**src/rtl/rename_unit.sv**
```systemverilog
// N-wide register rename stage: map table, circular free list, intra-group bypass,
// commit-side freeing and multi-slot branch checkpoints with single-cycle restore.
module rename_unit #(
  parameter int Width   = 2,
  parameter int NumArch = 32,
  parameter int NumPhys = 64,
  parameter int NumCkpt = 4,
  localparam int AW   = $clog2(NumArch),
  localparam int PW   = $clog2(NumPhys),
  localparam int FL   = NumPhys - NumArch,
  localparam int FLW  = $clog2(FL),
  localparam int PTRW = FLW + 1,
  localparam int CW   = $clog2(NumCkpt)
) (
  input  logic                  clk_i,
  input  logic                  rst_ni,
  input  logic                  in_valid_i,
  output logic                  in_ready_o,
  input  logic [Width*AW-1:0]   in_rs1_i,
  input  logic [Width*AW-1:0]   in_rs2_i,
  input  logic [Width*AW-1:0]   in_rd_i,
  input  logic [Width-1:0]      in_rd_we_i,
  input  logic                  in_save_i,
  output logic                  out_valid_o,
  input  logic                  out_ready_i,
  output logic [Width*PW-1:0]   out_rs1_o,
  output logic [Width*PW-1:0]   out_rs2_o,
  output logic [Width*PW-1:0]   out_rd_o,
  output logic [Width*PW-1:0]   out_old_rd_o,
  output logic [CW-1:0]         out_ckpt_id_o,
  input  logic [Width-1:0]      commit_valid_i,
  input  logic [Width*PW-1:0]   commit_old_rd_i,
  input  logic                  restore_i,
  input  logic [CW-1:0]         restore_id_i,
  input  logic [NumCkpt-1:0]    ckpt_free_i
);

  localparam logic [0:0] StInit = 1'b0;
  localparam logic [0:0] StRun  = 1'b1;

  logic [0:0]          state_r;
  logic [FLW-1:0]      init_cnt_r;
  logic [PW-1:0]       map_r [NumArch];
  logic [PW-1:0]       fl_r [FL];
  logic [PTRW-1:0]     head_r;
  logic [PTRW-1:0]     tail_r;
  logic [NumCkpt-1:0]  ckpt_busy_r;
  logic [PW-1:0]       ckpt_map_r [NumCkpt][NumArch];
  logic [PTRW-1:0]     ckpt_head_r [NumCkpt];

  logic                out_valid_r;
  logic [Width*PW-1:0] out_rs1_r;
  logic [Width*PW-1:0] out_rs2_r;
  logic [Width*PW-1:0] out_rd_r;
  logic [Width*PW-1:0] out_old_rd_r;
  logic [CW-1:0]       out_ckpt_id_r;

  logic [Width-1:0]    alloc_s;
  logic [PW-1:0]       new_phys_s [Width];
  logic [PTRW-1:0]     n_alloc_s;
  logic [PTRW-1:0]     head_next_s;
  logic [FLW-1:0]      commit_idx_s [Width];
  logic [PTRW-1:0]     n_commit_s;
  logic [PTRW-1:0]     count_s;
  logic [Width*PW-1:0] rs1_ren_s;
  logic [Width*PW-1:0] rs2_ren_s;
  logic [Width*PW-1:0] rd_ren_s;
  logic [Width*PW-1:0] old_ren_s;
  logic [PW-1:0]       map_next_s [NumArch];
  logic                slot_avail_s;
  logic [CW-1:0]       slot_s;
  logic [NumCkpt-1:0]  slot_oh_s;
  logic [NumCkpt-1:0]  restore_oh_s;
  logic                run_s;
  logic                in_ready_s;
  logic                accept_s;

  // Allocating lanes take consecutive free-list entries starting at head.
  always_comb begin
    logic [PTRW-1:0] off_v;
    logic [PTRW-1:0] ptr_v;
    off_v = {PTRW{1'b0}};
    for (int k = 0; k < Width; k++) begin
      alloc_s[k]    = in_rd_we_i[k] && (in_rd_i[k*AW +: AW] != {AW{1'b0}});
      ptr_v         = head_r + off_v;
      new_phys_s[k] = fl_r[ptr_v[FLW-1:0]];
      off_v         = off_v + {{FLW{1'b0}}, alloc_s[k]};
    end
    n_alloc_s   = off_v;
    head_next_s = head_r + off_v;
  end

  // Committed registers land at consecutive slots starting at tail.
  always_comb begin
    logic [PTRW-1:0] off_v;
    logic [PTRW-1:0] ptr_v;
    off_v = {PTRW{1'b0}};
    for (int k = 0; k < Width; k++) begin
      ptr_v           = tail_r + off_v;
      commit_idx_s[k] = ptr_v[FLW-1:0];
      off_v           = off_v + {{FLW{1'b0}}, commit_valid_i[k]};
    end
    n_commit_s = off_v;
  end

  // Source and old-destination lookup with bypass from lower lanes of the same group.
  always_comb begin
    logic [AW-1:0] a1_v, a2_v, ad_v;
    logic [PW-1:0] p1_v, p2_v, pd_v;
    rs1_ren_s = {(Width*PW){1'b0}};
    rs2_ren_s = {(Width*PW){1'b0}};
    rd_ren_s  = {(Width*PW){1'b0}};
    old_ren_s = {(Width*PW){1'b0}};
    for (int j = 0; j < Width; j++) begin
      a1_v = in_rs1_i[j*AW +: AW];
      a2_v = in_rs2_i[j*AW +: AW];
      ad_v = in_rd_i[j*AW +: AW];
      p1_v = map_r[a1_v];
      p2_v = map_r[a2_v];
      pd_v = map_r[ad_v];
      for (int k = 0; k < j; k++) begin
        p1_v = (alloc_s[k] && (in_rd_i[k*AW +: AW] == a1_v)) ? new_phys_s[k] : p1_v;
        p2_v = (alloc_s[k] && (in_rd_i[k*AW +: AW] == a2_v)) ? new_phys_s[k] : p2_v;
        pd_v = (alloc_s[k] && (in_rd_i[k*AW +: AW] == ad_v)) ? new_phys_s[k] : pd_v;
      end
      rs1_ren_s[j*PW +: PW] = (a1_v == {AW{1'b0}}) ? {PW{1'b0}} : p1_v;
      rs2_ren_s[j*PW +: PW] = (a2_v == {AW{1'b0}}) ? {PW{1'b0}} : p2_v;
      rd_ren_s[j*PW +: PW]  = alloc_s[j] ? new_phys_s[j] : {PW{1'b0}};
      old_ren_s[j*PW +: PW] = alloc_s[j] ? pd_v : {PW{1'b0}};
    end
  end

  // Post-group map table; later lanes overwrite earlier ones on a shared rd.
  always_comb begin
    for (int i = 0; i < NumArch; i++) begin
      map_next_s[i] = map_r[i];
    end
    for (int k = 0; k < Width; k++) begin
      for (int i = 0; i < NumArch; i++) begin
        map_next_s[i] = (alloc_s[k] && (in_rd_i[k*AW +: AW] == AW'(i))) ? new_phys_s[k]
                                                                         : map_next_s[i];
      end
    end
  end

  // Lowest free checkpoint slot.
  always_comb begin
    slot_avail_s = 1'b0;
    slot_s       = {CW{1'b0}};
    for (int i = NumCkpt - 1; i >= 0; i--) begin
      slot_s       = ckpt_busy_r[i] ? slot_s : CW'(i);
      slot_avail_s = slot_avail_s | ~ckpt_busy_r[i];
    end
    slot_oh_s    = {{(NumCkpt-1){1'b0}}, 1'b1} << slot_s;
    restore_oh_s = {{(NumCkpt-1){1'b0}}, 1'b1} << restore_id_i;
  end

  assign count_s    = tail_r - head_r;
  assign run_s      = (state_r == StRun);
  assign in_ready_s = run_s && !restore_i && (!out_valid_r || out_ready_i) &&
                      (count_s >= n_alloc_s) && (!in_save_i || slot_avail_s);
  assign accept_s   = in_valid_i && in_ready_s;

  // Sequencer, pointers, map table and checkpoint occupancy.
  always_ff @(posedge clk_i) begin
    if (!rst_ni) begin
      state_r     <= StInit;
      init_cnt_r  <= {FLW{1'b0}};
      head_r      <= {PTRW{1'b0}};
      tail_r      <= {PTRW{1'b0}};
      ckpt_busy_r <= {NumCkpt{1'b0}};
      for (int i = 0; i < NumArch; i++) begin
        map_r[i] <= PW'(i);
      end
    end else if (state_r == StInit) begin
      init_cnt_r <= init_cnt_r + FLW'(1'b1);
      if (init_cnt_r == FLW'(FL - 1)) begin
        state_r <= StRun;
        tail_r  <= PTRW'(FL);
      end
    end else begin
      tail_r <= tail_r + n_commit_s;
      if (restore_i) begin
        head_r      <= ckpt_head_r[restore_id_i];
        ckpt_busy_r <= ckpt_busy_r & ~ckpt_free_i & ~restore_oh_s;
        for (int i = 0; i < NumArch; i++) begin
          map_r[i] <= ckpt_map_r[restore_id_i][i];
        end
      end else if (accept_s) begin
        head_r      <= head_next_s;
        ckpt_busy_r <= (ckpt_busy_r & ~ckpt_free_i) | (in_save_i ? slot_oh_s : {NumCkpt{1'b0}});
        for (int i = 0; i < NumArch; i++) begin
          map_r[i] <= map_next_s[i];
        end
      end else begin
        ckpt_busy_r <= ckpt_busy_r & ~ckpt_free_i;
      end
    end
  end

  // Free-list storage: seeded during init, refilled by commit afterwards.
  always_ff @(posedge clk_i) begin
    if (rst_ni && (state_r == StInit)) begin
      fl_r[init_cnt_r] <= PW'(NumArch) + PW'(init_cnt_r);
    end else if (rst_ni) begin
      for (int k = 0; k < Width; k++) begin
        if (commit_valid_i[k]) begin
          fl_r[commit_idx_s[k]] <= commit_old_rd_i[k*PW +: PW];
        end
      end
    end
  end

  // Checkpoint capture of the post-group map and head.
  always_ff @(posedge clk_i) begin
    if (rst_ni && accept_s && in_save_i) begin
      ckpt_head_r[slot_s] <= head_next_s;
      for (int i = 0; i < NumArch; i++) begin
        ckpt_map_r[slot_s][i] <= map_next_s[i];
      end
    end
  end

  // Output register: loads on accept, holds under backpressure, flushed by restore.
  always_ff @(posedge clk_i) begin
    if (!rst_ni) begin
      out_valid_r   <= 1'b0;
      out_rs1_r     <= {(Width*PW){1'b0}};
      out_rs2_r     <= {(Width*PW){1'b0}};
      out_rd_r      <= {(Width*PW){1'b0}};
      out_old_rd_r  <= {(Width*PW){1'b0}};
      out_ckpt_id_r <= {CW{1'b0}};
    end else if (run_s && restore_i) begin
      out_valid_r <= 1'b0;
    end else if (accept_s) begin
      out_valid_r   <= 1'b1;
      out_rs1_r     <= rs1_ren_s;
      out_rs2_r     <= rs2_ren_s;
      out_rd_r      <= rd_ren_s;
      out_old_rd_r  <= old_ren_s;
      out_ckpt_id_r <= in_save_i ? slot_s : {CW{1'b0}};
    end else if (out_ready_i) begin
      out_valid_r <= 1'b0;
    end
  end

  assign in_ready_o    = in_ready_s;
  assign out_valid_o   = out_valid_r;
  assign out_rs1_o     = out_rs1_r;
  assign out_rs2_o     = out_rs2_r;
  assign out_rd_o      = out_rd_r;
  assign out_old_rd_o  = out_old_rd_r;
  assign out_ckpt_id_o = out_ckpt_id_r;

endmodule

```
**config.mk**
```make
export PLATFORM = sky130hd
export DESIGN_NAME = rename_unit
export DESIGN_NICKNAME = d
export VERILOG_FILES = /design/src/rtl/rename_unit.sv
export SDC_FILE = /design/constraint.sdc
export NUM_CORES = 2
export LEC_CHECK = 0
export BUFFER_PORTS_ARGS = -buffer_cell sky130_fd_sc_hd__buf_2
export CORE_MARGIN = 4
export CORE_UTILIZATION = 35
export CTS_CLUSTER_DIAMETER = 80
export CTS_CLUSTER_SIZE = 28
export DETAILED_ROUTE_END_ITERATION = 16
export GPL_ROUTABILITY_DRIVEN = 0
export PLACE_DENSITY = 0.52
export SLEW_MARGIN = 0
export SYNTH_ARGS = -nofsm -noshare
export SYNTH_HDL_FRONTEND = slang
export SYNTH_SLANG_ARGS = --single-unit
```
**constraint.sdc**
```tcl
create_clock -name clk_i -period 26 [get_ports clk_i]
set_clock_uncertainty 0.05 [all_clocks]
set_input_delay 1.3 -clock clk_i [delete_from_list [all_inputs] [get_ports clk_i]]
set_output_delay 1.3 -clock clk_i [all_outputs]
set_load 0.02 [all_outputs]
```
==> results.md <==
- Post-synth EDFFs: 1176
- Starting Density: 35.2%
- Internal reg-to-reg setup slack: 20.45 ns
- Fill cell count: 17300
- Die width: 440 um
- Final ANT Viol Nets: 0
- Cell count after placement: 6707
- RSZ-0062 raised after global routing: false
- Vias in the first global route: 40900
- Dominant synthesized flop cell: edfxtp_1
- Clk slew on worst S/H paths: 0.10 ns
- Flops & latches, synth: 1254
- Max-cap violations: 0
- Critical Path Sink: map_r[1][3]
- HP Class: reg -> reg
- Top cells by area, synth: edfxtp_1 (54%), mux4_2 (21%), a21oi_1 (2.5%)
- Largest net degree at the start of global routing: 117
- Setup TNS: 0 ns
- RR Endpoint: ckpt_map_r[0][182]
- Die height: 440 um
- Fin. Hold Viols: 0
- CORE AREA: 186000 um^2
- Commonest non-fill, non-tap cell in the layout: edfxtp_1
- Clock latency on the worst-skew pair: 0.76 ns
- Die area: 194000 um^2
- Number of port buffers: 109
- Avg Inst Size Synth: 14.7 um^2
- Tot Pwr: 4.05 mW
- Cells along the critical path: buf_2 -> or3_1 -> o31ai_2 -> inv_1 -> ha_1 -> ha_1 -> nand2b_1 -> a211oi_1 -> o2111a_1 -> nor2_4 -> nor2_4 -> buf_4 -> nand2_4 -> buf_4
- Post-Layout Cell Count: 6851
- Final period util: 25.8%
- Sink Count: 1254
- Global Route Usage Sum: 23.4%
- H-tree lvl count: 3
- Layout cell share with drive strength beyond 1: 24.9%
- Yosys cell types: 77
- Cells after synthesis: 4445
- Fin. max-slew vios: 0
- Slew margin rel.: 7.42%
- Site Rows: 158
- Starting DRT DRC Count: 5040
- Post-Synth Adder-Cell Area: 0.417%
- P_leak: 22.0 nW
- Synth warn: 0
- Largest family of logic cells by synthesized area: multiplexers
- FF-to-FF path depth: 12
- Final setup viols: 0
- Simple-gate portion of the synthesized area: 6.14%
- Most frequent cells in the layout: edfxtp_1 (1176), mux4_2 (609), nor2_1 (399)
- CP Launch Type: input pin
- CP max stage cell: buf_4
- GR Overflow Total: 0
- Critical path class: in -> reg
- DRC viols: 0
- Worst Setup SP: in_rd_i[1]
- Initial antenna violation count: 22
- Finished Cell Area: 70900 um^2
- Total number of vias: 42800
- Worst-path fanout max: 61
- NumNets Final: 4383
- Final min period: 6.70 ns
- Area Growth Syn to Fin: 8.40%
- Syn Std Cell Area: 65400 um^2
- CP peak stage delay: 0.86 ns
- First-pass GRT wire length: 324000 um
- WL/cell: 33.6 um
- 1st-pass router iterations: 8
- DP Area: 68100 um^2
- Hold buffers post-CTS: 0
- Seq/Total Area, Yosys: 56.4%
- CTS root buffer: clkbuf_16
- Syn_nets: 4523
- Mux cell area share after synthesis: 23.9%
- CTS tree: built
- Status: complete, no violations
- Post CTS Setup Buffer Count: 0
- Detail Placement HPWL: 149000 um
- Synth Area in Compound Gates: 9.68%
- Area leader, netlist: edfxtp_1
- Worst Max-Slew Pin Slew: 1.38 ns
- Peak VDD IR: 0.0516 mV
- CP Capture Type: register
- WL final: 230000 um
- Fmax: 0.149 GHz
- Routed vias/inst: 6.25
- Synth Area in XOR/XNOR: 0.480%
- Synth top area share: 54.0%
- I/O Pins: 110
- Data arrival time of the critical path: 6.96 ns
- Number of gates resized after CTS: 0
- Worst path required time: 26.26 ns
- Clk buf depth: 3
- Reg-to-reg startpoint: head_r[2]
- Async SR Flop Fraction: 0%
- CTS Buf Count: 76
- Power per Cell Area: 57.1 nW/um^2
routing by layer:
layer	global-route usage [%]	part of all wire [%]	vias up
met3	4.20	8.0	461
met4	9.77	5.0	14
met1	31.4	40	22500
met5	0	0.037	-
met2	37.4	47	2262
li1	-	-	17600
cells in the mapped netlist (6+ instances only):
cell type	count
o21ai_0	99
o22a_1	78
a32oi_1	16
buf_4	12
a22o_1	83
a211oi_1	121
o21bai_1	7
nor2_2	8
mux2_2	80
and2_1	18
dfxtp_1	78
a21oi_2	18
buf_1	42
or3_1	17
and3_1	8
xnor2_1	18
a21oi_1	324
nand2b_1	19
o21a_1	15
o31ai_1	24
buf_2	66
o2bb2ai_1	21
nand4_1	9
ha_1	17
a21boi_1	10
edfxtp_1	1176
mux4_2	609
o21ai_1	35
a31oi_1	6
inv_1	48
o221ai_1	8
nand3_1	51
xor2_1	16
nand2_1	333
mux2i_1	90
o22ai_1	33
nor2_1	402
nor3_1	15
buf_6	17
a22oi_1	22
nor2b_1	30
clkbuf_1	268
critical path: cells and delay by family:
| kind | cells | cell delay (ns) |
|---|---|---|
| adder cells (fa/ha/maj) | 2 | 0.63 |
| AND/OR/NAND/NOR | 5 | 1.65 |
| buffers and inverters | 4 | 2.00 |
| AO/OA/AOI/OAI | 3 | 1.09 |
area by class of cell:
cell class | count | area, um^2 | share of cell area (%)
Sequential cell | 1254 | 36900 | 52.0
Multi-Input combinational cell | 2735 | 26700 | 37.7
Tap cell | 2480 | 3100 | 4.38
Clock buffer | 81 | 1940 | 2.74
Timing Repair Buffer | 189 | 1230 | 1.74
Clock inverter | 55 | 792 | 1.12
Inverter | 49 | 184 | 0.260
Antenna cell | 8 | 20.0 | 0.0282
per-stage QoR:
| step | util (%) | hold WS [ns] | setup slack, ns |
|---|---|---|---|
| 3_3_place_gp | 36.7 | 0.391 | 18.60 |
| 6_report | 38.2 | 0.406 | 19.30 |
| 3_5_place_dp | 36.7 | 0.392 | 18.59 |
| 4_1_cts | 38.2 | 0.410 | 19.36 |
| 2_1_floorplan | - | 0.436 | 7.56 |
| 5_1_grt | 38.2 | 0.428 | 19.13 |
power by group:
part	internal [mW]	switching, mW
Sequential	2.22	0.0334
Clock	0.610	0.798
Combinational	0.154	0.236
Total	2.98	1.07
sequential cells by signal, summed over array words and instances (netlist names), 12 cells and up, named ones only:
signal / count
out_rd_o: 12
out_old_rd_o: 12
out_rs2_o: 12
out_rs1_o: 12
ckpt_map_r: 768
ckpt_head_r: 24
fl_r: 192
map_r: 192
worst min-delay path by stage:
stage               slack [ns]              from  cells past startpoint                to
finish                    0.41       out_rd_o[8]                      2       out_rd_o[8]
global route              0.43  out_ckpt_id_o[0]                      2  out_ckpt_id_o[0]
CTS                       0.41       out_rd_o[0]                      2       out_rd_o[0]
detailed placement        0.39  out_ckpt_id_o[0]                      2  out_ckpt_id_o[0]
global placement          0.39  out_ckpt_id_o[0]                      2  out_ckpt_id_o[0]
floorplan                 0.44             run_s                      2    ckpt_busy_r[0]
logic make-up (layout without fill, tap and decap cells):
kind of cell | Yosys count | count (layout)
adders and majority gates | 20 | 20
and+or+nand+nor | 940 | 940
AOI/OAI and AO/OA | 958 | 958
muxes | 782 | 782
xor gates and xnor gates | 35 | 35
buffers and inverters | 456 | 374
other | 0 | 8
DFF | 1254 | 1254
No activity file was read; power rests on OpenSTA's default activity.
